[src/rtl/rx_udp_filt.sv]
// -----------------------------------------------------------------------------
// rx_udp_filt
//   UDP receive parser for the byte stream that follows the IPv4 header.
//   Accumulates the 8-byte UDP header, matches the destination port against a
//   table of listening ports, strips the header and forwards the payload with
//   sop/eop markers. Trailing Ethernet padding is discarded. Emits a one-cycle
//   done pulse per accepted frame with error and checksum status.
//
//   Optional feature macro: UDP_CSUM_EN (ones-complement checksum check).
//
// Ports
//   RX_CLK        receive clock, rising edge
//   rst_n         asynchronous active-low reset
//   port_list     NUM_PORTS x 16-bit listening ports (entry i at [16i+15:16i])
//   port_en       per-entry enable
//   ph_sum        pre-folded pseudo-header sum (UDP_CSUM_EN only)
//   rx_data_v     frame byte valid, high for the whole frame
//   rx_data       frame byte
//   rx_src_port   source port of current/last accepted frame
//   rx_dst_port   destination port of current/last accepted frame
//   rx_port_idx   matched table index
//   rx_udp_data_v payload byte valid
//   rx_udp_data   payload byte
//   rx_udp_sop    first payload byte
//   rx_udp_eop    last payload byte
//   rx_udp_done   one-cycle frame completion pulse
//   rx_udp_err    with done: truncation or bad length
//   rx_csum_ok    with done: checksum result
// -----------------------------------------------------------------------------
module rx_udp_filt #(
    parameter int OCT       = 8,
    parameter int NUM_PORTS = 4,
    parameter int IDX_W     = 2
) (
    input  logic                       RX_CLK,
    input  logic                       rst_n,
    input  logic [NUM_PORTS*OCT*2-1:0] port_list,
    input  logic [NUM_PORTS-1:0]       port_en,
    input  logic [OCT*2-1:0]           ph_sum,
    input  logic                       rx_data_v,
    input  logic [OCT-1:0]             rx_data,
    output logic [OCT*2-1:0]           rx_src_port,
    output logic [OCT*2-1:0]           rx_dst_port,
    output logic [IDX_W-1:0]           rx_port_idx,
    output logic                       rx_udp_data_v,
    output logic [OCT-1:0]             rx_udp_data,
    output logic                       rx_udp_sop,
    output logic                       rx_udp_eop,
    output logic                       rx_udp_done,
    output logic                       rx_udp_err,
    output logic                       rx_csum_ok
);
    localparam int W = OCT * 2;

    typedef enum logic [1:0] {HDR, PAY, DROP} state_t;

    state_t          r_state, w_state_nxt;
    logic [2:0]      r_cnt;
    logic [W-1:0]    r_src;
    logic [OCT-1:0]  r_b2;
    logic [W-1:0]    r_len;
    logic [W-1:0]    r_rem;
    logic            r_match;
    logic            r_first;

    logic [W-1:0]    w_dst;
    logic            w_hit;
    logic [IDX_W-1:0] w_idx;
    logic            w_last;
    logic            w_done_nxt;
    logic            w_err_nxt;

    assign w_dst  = {r_b2, rx_data};
    assign w_last = (r_rem == W'(1));

    // Lowest enabled entry wins: scan downward so lower indices overwrite.
    always_comb begin
        w_hit = 1'b0;
        w_idx = '0;
        for (int i = NUM_PORTS - 1; i >= 0; i--) begin
            if (port_en[i] && (port_list[i*W +: W] == w_dst)) begin
                w_hit = 1'b1;
                w_idx = IDX_W'(i);
            end
        end
    end

    always_ff @(posedge RX_CLK or negedge rst_n) begin
        if (!rst_n) r_state <= HDR;
        else        r_state <= w_state_nxt;
    end

    // Next state plus completion status. A registered eop always yields a
    // clean done on the following cycle.
    always_comb begin
        w_state_nxt = r_state;
        w_done_nxt  = rx_udp_eop;
        w_err_nxt   = 1'b0;
        if (!rx_data_v) begin
            w_state_nxt = HDR;
            if ((r_state == HDR && r_match && r_cnt >= 3'd4) || r_state == PAY) begin
                w_done_nxt = 1'b1;
                w_err_nxt  = 1'b1;
            end
        end else begin
            case (r_state)
                HDR: begin
                    if (r_cnt == 3'd7) begin
                        w_state_nxt = (r_match && r_len > W'(8)) ? PAY : DROP;
                        if (r_match && r_len <= W'(8)) begin
                            w_done_nxt = 1'b1;
                            w_err_nxt  = (r_len < W'(8));
                        end
                    end
                end
                PAY:     if (w_last) w_state_nxt = DROP;
                default: ;
            endcase
        end
    end

`ifdef UDP_CSUM_EN
    logic [W-1:0]   r_acc;
    logic [OCT-1:0] r_hi;
    logic           r_odd;
    logic [OCT-1:0] r_cs_hi;
    logic [W-1:0]   r_cs_fld;
    logic [W-1:0]   w_word;
    logic [W-1:0]   w_acc_add;
    logic           w_ok_nxt;

    function automatic logic [W-1:0] f_fold(input logic [W-1:0] a, input logic [W-1:0] b);
        logic [W:0] s;
        s = {1'b0, a} + {1'b0, b};
        return s[W-1:0] + W'(s[W]);
    endfunction

    // Even-position byte is the word MSB; a lone final byte is zero-padded.
    assign w_word    = r_odd ? {r_hi, rx_data} : {rx_data, {OCT{1'b0}}};
    assign w_acc_add = f_fold(r_acc, w_word);

    always_comb begin
        w_ok_nxt = 1'b0;
        if (w_done_nxt && !w_err_nxt) begin
            if (rx_udp_eop) w_ok_nxt = (r_acc == '1) || (r_cs_fld == '0);
            else            w_ok_nxt = (w_acc_add == '1) || ({r_cs_hi, rx_data} == '0);
        end
    end

    always_ff @(posedge RX_CLK or negedge rst_n) begin
        if (!rst_n) begin
            r_acc      <= '0;
            r_hi       <= '0;
            r_odd      <= 1'b0;
            r_cs_hi    <= '0;
            r_cs_fld   <= '0;
            rx_csum_ok <= 1'b0;
        end else begin
            rx_csum_ok <= w_ok_nxt;
            if (!rx_data_v) begin
                r_acc <= ph_sum;
                r_odd <= 1'b0;
            end else if (r_state == HDR || r_state == PAY) begin
                r_odd <= ~r_odd;
                if (r_odd || (r_state == PAY && w_last)) r_acc <= w_acc_add;
                else                                     r_hi  <= rx_data;
                if (r_state == HDR && r_cnt == 3'd6) r_cs_hi  <= rx_data;
                if (r_state == HDR && r_cnt == 3'd7) r_cs_fld <= {r_cs_hi, rx_data};
            end
        end
    end
`else
    logic w_unused_ph;
    assign w_unused_ph = ^ph_sum;
    assign rx_csum_ok  = 1'b1;
`endif

    always_ff @(posedge RX_CLK or negedge rst_n) begin
        if (!rst_n) begin
            r_cnt         <= '0;
            r_src         <= '0;
            r_b2          <= '0;
            r_len         <= '0;
            r_rem         <= '0;
            r_match       <= 1'b0;
            r_first       <= 1'b1;
            rx_src_port   <= '0;
            rx_dst_port   <= '0;
            rx_port_idx   <= '0;
            rx_udp_data_v <= 1'b0;
            rx_udp_data   <= '0;
            rx_udp_sop    <= 1'b0;
            rx_udp_eop    <= 1'b0;
            rx_udp_done   <= 1'b0;
            rx_udp_err    <= 1'b0;
        end else begin
            rx_udp_data_v <= 1'b0;
            rx_udp_sop    <= 1'b0;
            rx_udp_eop    <= 1'b0;
            rx_udp_done   <= w_done_nxt;
            rx_udp_err    <= w_err_nxt;
            if (!rx_data_v) begin
                r_cnt   <= '0;
                r_match <= 1'b0;
                r_first <= 1'b1;
            end else begin
                case (r_state)
                    HDR: begin
                        r_cnt <= r_cnt + 3'd1;
                        case (r_cnt)
                            3'd0: r_src[W-1:OCT] <= rx_data;
                            3'd1: r_src[OCT-1:0] <= rx_data;
                            3'd2: r_b2           <= rx_data;
                            3'd3: begin
                                // Table is sampled here only; output ports
                                // change only for accepted frames.
                                r_match <= w_hit;
                                if (w_hit) begin
                                    rx_src_port <= r_src;
                                    rx_dst_port <= w_dst;
                                    rx_port_idx <= w_idx;
                                end
                            end
                            3'd4: r_len[W-1:OCT] <= rx_data;
                            3'd5: r_len[OCT-1:0] <= rx_data;
                            3'd7: r_rem          <= r_len - W'(8);
                            default: ;
                        endcase
                    end
                    PAY: begin
                        rx_udp_data_v <= 1'b1;
                        rx_udp_data   <= rx_data;
                        rx_udp_sop    <= r_first;
                        rx_udp_eop    <= w_last;
                        r_first       <= 1'b0;
                        r_rem         <= r_rem - W'(1);
                    end
                    default: ;
                endcase
            end
        end
    end
endmodule

[config.mk]
export PLATFORM = sky130hd
export DESIGN_NAME = rx_udp_filt
export DESIGN_NICKNAME = d
export VERILOG_FILES = /design/src/rtl/rx_udp_filt.sv
export SDC_FILE = /design/constraint.sdc
export NUM_CORES = 1
export LEC_CHECK = 0
export ABC_CLOCK_PERIOD_IN_PS = 7400
export BUFFER_PORTS_ARGS = -buffer_cell sky130_fd_sc_hd__clkbuf_2
export CAP_MARGIN = 10
export CORE_ASPECT_RATIO = 0.75
export CORE_MARGIN = 8
export CORE_UTILIZATION = 58
export CTS_CLUSTER_DIAMETER = 80
export CTS_CLUSTER_SIZE = 12
export DETAILED_ROUTE_END_ITERATION = 12
export HOLD_SLACK_MARGIN = 0.08
export PLACE_DENSITY = 0.88
export SKIP_LAST_GASP = 1
export SLEW_MARGIN = 20
export SYNTH_ARGS = -nofsm -noshare
export SYNTH_HDL_FRONTEND = slang
export SYNTH_SLANG_ARGS = --single-unit
[constraint.sdc]
create_clock -name RX_CLK -period 7.4 [get_ports RX_CLK]
set_clock_uncertainty 0.2 [all_clocks]
set_input_delay 0.74 -clock RX_CLK [delete_from_list [all_inputs] [get_ports RX_CLK]]
set_output_delay 0.74 -clock RX_CLK [all_outputs]
set_load 0.005 [all_outputs]
---- Yosys cells after proc, flatten, opt, wreduce, memory -nomap -nowiden ----
Index checks and enable logic that the tools add are counted.
storage, ports and cells
  input port bits ......................... 95
  output and inout port bits .............. 48
  logic and storage cells ................. 105
  register bits ........................... 110
operators by class
  equal/unequal tests ..................... 19
  muxes and demuxes ....................... 38
  order comparisons ....................... 4
  add/sub/neg operators ................... 3
  reduce and logical (&&, ||, !) cells .... 22
operator list
  kind                                                                                number
  16-bit equality test                                                                4
  16-bit case mux with 2 select lines                                                 1
  1-bit 2-to-1 mux                                                                    25
  3-bit AND reduction                                                                 7
  16-bit by 1-bit equality test with 1-bit output (second input constant)             1
  16-bit by 4-bit greater-than comparator with 1-bit output (second input constant)   1
  16-bit by 4-bit less-or-equal comparator with 1-bit output (second input constant)  1
  16-bit by 4-bit < comparator with 1-bit output (second input constant)              1
  16-bit 2-to-1 mux                                                                   1
  2-bit 2-to-1 mux                                                                    8
  16-bit by 1-bit subtractor with 16-bit output (second input constant)               1
  16-bit by 4-bit subtractor with 16-bit output (second input constant)               1
  3-bit equality test (second input constant)                                         3
  1-bit logical AND                                                                   8
  2-bit by 1-bit inequality test with 1-bit output (second input constant)            4
  3-bit by 2-bit equality test with 1-bit output (second input constant)              2
  3-bit 2-to-1 mux                                                                    2
  2-bit case mux with 2 select lines                                                  1
  2-bit AND reduction                                                                 2
  4-bit AND reduction                                                                 1
  3-bit by 1-bit adder with 3-bit output (second input constant)                      1
  3-bit by 1-bit equality test with 1-bit output (second input constant)              1
  3-bit >= comparator (second input constant)                                         1
  3-bit zero test                                                                     1
  7 further kinds                                                                     7

---- Depth between registers and ports, before layout ----
  depth after elaboration ................. 9
  depth in mapped cells ................... 10
  gate-level depth less buffers ........... 7

---- Worst setup path after synthesis ----
OpenSTA, ideal clock, no wires.
  kind .................................... input to register
  from .................................... input port rx_data[2]
  to ...................................... register rx_dst_port[0]
  path buffers ............................ 3
  setup slack ............................. 4.693 ns
  setup time .............................. 0.125 ns
  data required time ...................... 7.075 ns
  data arrival time ....................... 2.382 ns
  stages .................................. 8
  cell sequence ........................... clkbuf_1 xor2_1 nor4_1 nand3_1 o311a_1 buf_6 buf_12 mux2_4
between the ends
  cells in the longest elaborated chain, start to end .. 7
  elaborated cells on any way between the ends .. 13
  classes of those cells .................. eq/ne: 4; mux: 4; reduce/logical: 5
RTL lines
  element                          RTL line  source
  start: declaration               41        input logic [OCT-1:0] rx_data,
  16-bit equality test             81        if (port_en[i] && (port_list[i*W +: W] == w_dst)) begin
  1-bit logical AND                81
  1-bit 2-to-1 mux (3 in a row)    81
  1-bit 2-to-1 mux *               81
  4-bit AND reduction (no line) *  -
  end signal: assignment           220       rx_dst_port <= w_dst;
  end: declaration                 43        output logic [OCT*2-1:0] rx_dst_port,
Every way passes the cells marked *; elsewhere a longest branch is shown, timed or not.
A chain may end at the register's enable or synchronous reset.

---- Worst setup path after layout ----
  from .................................... input port rx_data[5]
  to ...................................... register rx_src_port[9]
between the ends
  cells in the longest elaborated chain, start to end .. 7
  elaborated cells on any way between the ends .. 13
  classes of those cells .................. eq/ne: 4; mux: 4; reduce/logical: 5
RTL lines
  element                          RTL line  source
  16-bit equality test             81
  1-bit logical AND                81
  1-bit 2-to-1 mux (3 in a row)    81
  1-bit 2-to-1 mux *               81
  4-bit AND reduction (no line) *  -
  end signal: assignment           219       rx_src_port <= r_src;
  end: declaration                 42        output logic [OCT*2-1:0] rx_src_port,
Marks and branches as above.

==> metrics.md <==
| Metric | Value |
|---|---|
| Non-filler cells, final | 754 |
| Synthesized netlist cell count | 512 |
| Placed insts | 738 |
| Tcrit/Tclk final | 40.0% |
| DRT antenna net count | 0 |
| Worst Max-Slew Pin Slew | 712 ps |
| Total wire length | ~15 mm |
| I/O Pins | 143 |
| Crit path max fanout | 33 |
| Final setup violation count | 0 |
| CTS tree | built |
| Yosys top cell area share | 46.6% |
| Most frequent cells in the layout | clkbuf_2 (124), dfrtp_1 (109), mux2_2 (52) |
| Hold WS | 205 ps |
| Drt drc | 0 |
| Worst VDD drop | 161 µV |
| Setup CP Type | in -> reg |
| Vias in the first global route | 4624 |
| Syn_area_per_cell | 11.4 µm² |
| Remaining global-route overflow | 0 |
| CTS Root Cell | clkbuf_16 |
| Post-CTS Setup Bufs | 0 |
| EDFF count, synth | 0 |
| Clk_lat worst skew | 360 ps |
| Drt first-iter violations | 323 |
| Max capacitance violation total | 0 |
| Startpoint types | input port |
| Hold crit path type | in -> async |
| Sequential fraction of the synthesis area | a little under half |
| Slew margin rel. | 52.5% |
| Area Overhead vs Synth | 15.5% |
| TritonCTS Buffers | 9 |
| Vias | 4337 |
| Yosys cell types | 50 |
| # nets final | 721 |
| Antenna diode count | 0 |
| Clock sinks | 110 |
| Initial Util | 60.2% |
| Die height | 103 µm |
| Pleak | 3.34 nW |
| Cts hold-fix bufs | 0 |
| Status | complete, no violations |
| Unrepaired setup endpoints after global routing | false |
| Critical path endpoint category | flop |
| Total GRT Usage | 22.1% |
| Most used DFF post-synth | dfrtp_1 |
| Die Wd | around 130 µm |
| Commonest non-fill, non-tap cell in the layout | clkbuf_2 |
| FF-to-FF path depth | 6 |
| Std cell rows | 31 |
| Detailed placement HPWL | approximately 11 mm |
| CP arrival | 3000 ps |
| Final hold vios | 0 |
| Final TNS setup | 0 ps |
| Simple-Gate Fraction of Synth Area | roughly a tenth |
| Via density | 5.75 |
| Max Clock Freq | ~340 MHz |
| Final min period | 2960 ps |
| Multiplexer share of the synthesized area | 17.4% |
| Synth async-reset ratio | 100% |
| Clk buf depth | 2 |
| Post-Synth Adder-Cell Area | a little under 2% |
| Net count after synthesis | roughly 620 |
| Post-Syn Area | 5860 µm² |
| Clock-pin slew on the worst setup and hold paths | 70 ps |
| WL per Instance | 19.9 µm |
| Pwr dens | 268 nW/µm² |
| Yosys reg bits | 110 |
| Ratio of cells with drive above 1 in the final layout | 37.0% |
| Ranking of synthesized cells by area | dfrtp_1 (47%), mux2_2 (10%), mux2_4 (7.4%) |
| Ys Warns | 0 |
| Post-CTS Resized | 0 |
| Filler cell count | 674 |
| First-pass GRT wire length | 23.8 mm |
| Die ar. | 13600 µm² |
| Synth Area in Compound Gates | 7.45% |
| Largest net degree at the start of global routing | 57 |
| Fin. max-slew vios | 0 |
| Post-synth top area cell | dfrtp_1 |
| Global placer's final weighted congestion | 0.833 |
| Core area | 9740 µm² |
| Drt first pass iters | 5 |
| Port Buf Inserts | 125 |
| Htree depth | 3 |
| Xor/xnor share of the synthesized area | 11.2% |
| Largest family of logic cells by synthesized area | multiplexers |
| Worst Path Required | 7440 ps |
| Antenna violations before repair | 0 |
## per-layer routing
metal | track usage (%) | routed length, µm | vias up
met3 | 5.94 | 850 | 18
met1 | 28.2 | 6510 | 2146
li1 | - | - | 2009
met2 | 36.6 | 7460 | 164
met4 | 6.16 | 187 | 0
met5 | 0 | 0 | -
## path summary, 6_finish.rpt
kind | end | start | slack [ps]
worst max register to register | rx_src_port[12]$_DFFE_PN0P_ | r_cnt[0]$_DFFE_PN0P_ | 4610
worst min-delay path | rx_dst_port[9]$_DFFE_PN0P_ | rst_n | 210
min in group RX_CLK | r_first$_DFFE_PN1P_ | r_first$_DFFE_PN1P_ | 270
max in group asynchronous | r_rem[7]$_DFFE_PN0P_ | rst_n | 5630
worst min register to register | r_first$_DFFE_PN1P_ | r_first$_DFFE_PN1P_ | 270
worst max-delay path | rx_src_port[9]$_DFFE_PN0P_ | rx_data[5] | 4440
## synth_stat cells, types with 2 or more instances
cell,number
dfrtp_1,109
ha_1,9
inv_1,10
a21oi_1,22
o31ai_1,3
a22o_1,3
nor4_1,10
or4_1,2
nor2b_1,3
nand2_1,30
nand2b_1,3
a21boi_0,2
buf_2,9
o211ai_1,2
nand4_1,10
o21ai_0,20
nor3_1,14
o22ai_1,5
clkbuf_1,16
mux2_4,29
and3_1,4
nand3_1,14
mux2_2,52
xnor2_1,34
buf_6,4
buf_12,3
or3_1,5
nor2_1,21
o311a_1,2
a32o_1,2
xor2_1,41
## through the flow
step                      power, W  setup WS [ps]  util [%]  area [µm²]
after floorplan            0.00120           4690         -        5860
after global placement     0.00129           4050      66.3        6450
after detailed placement   0.00133           3900      66.3        6450
after CTS                  0.00181           4290      69.4        6750
after global routing       0.00190           4340      69.5        6760
final                      0.00181           4440      69.5        6760
## final cells by class
class                           count  area (µm²)  share of cell area (%)
Multi-Input combinational cell    358        2860                    42.2
Inverter                           10        37.5                   0.555
Timing Repair Buffer              128         651                    9.62
Sequential cell                   110        2750                    40.7
Clock inverter                      6        61.3                   0.906
Tap cell                          132         165                    2.44
Clock buffer                       10         239                    3.53
## worst max-delay path, cell delays in order
cell	delay [ps]
clkbuf_2	290
xor2_1	250
nor4_1	310
nand3_1	260
or3_1	390
o311a_4	350
mux2_4	380
## sequential cells by signal, indices dropped and copies added, names as in the netlist
register	cells
r_first	1
r_cnt	3
rx_udp_sop	1
rx_dst_port	16
r_len	16
rx_udp_done	1
r_state	2
rx_udp_data	8
rx_udp_err	1
rx_udp_eop	1
r_src	16
r_rem	16
r_match	1
r_b2	8
rx_port_idx	2
rx_src_port	16
rx_udp_data_v	1
## power by group
| part | leakage [nW] | switching, W | internal [W] | total [W] |
|---|---|---|---|---|
| Sequential | 1.43 | 0.000150 | 0.000713 | 0.000863 |
| Clock | 0.145 | 0.000233 | 0.000247 | 0.000480 |
| Combinational | 1.77 | 0.000226 | 0.000240 | 0.000467 |
## kinds of logic after synthesis
logic type,after synthesis
xor gates and xnor gates,75
AOI/OAI and AO/OA,70
other,1
muxes,81
DFF,110
and+or+nand+nor,122
buffers and inverters,44
adders and majority gates,9
No activity file was read; power rests on OpenSTA's default activity.
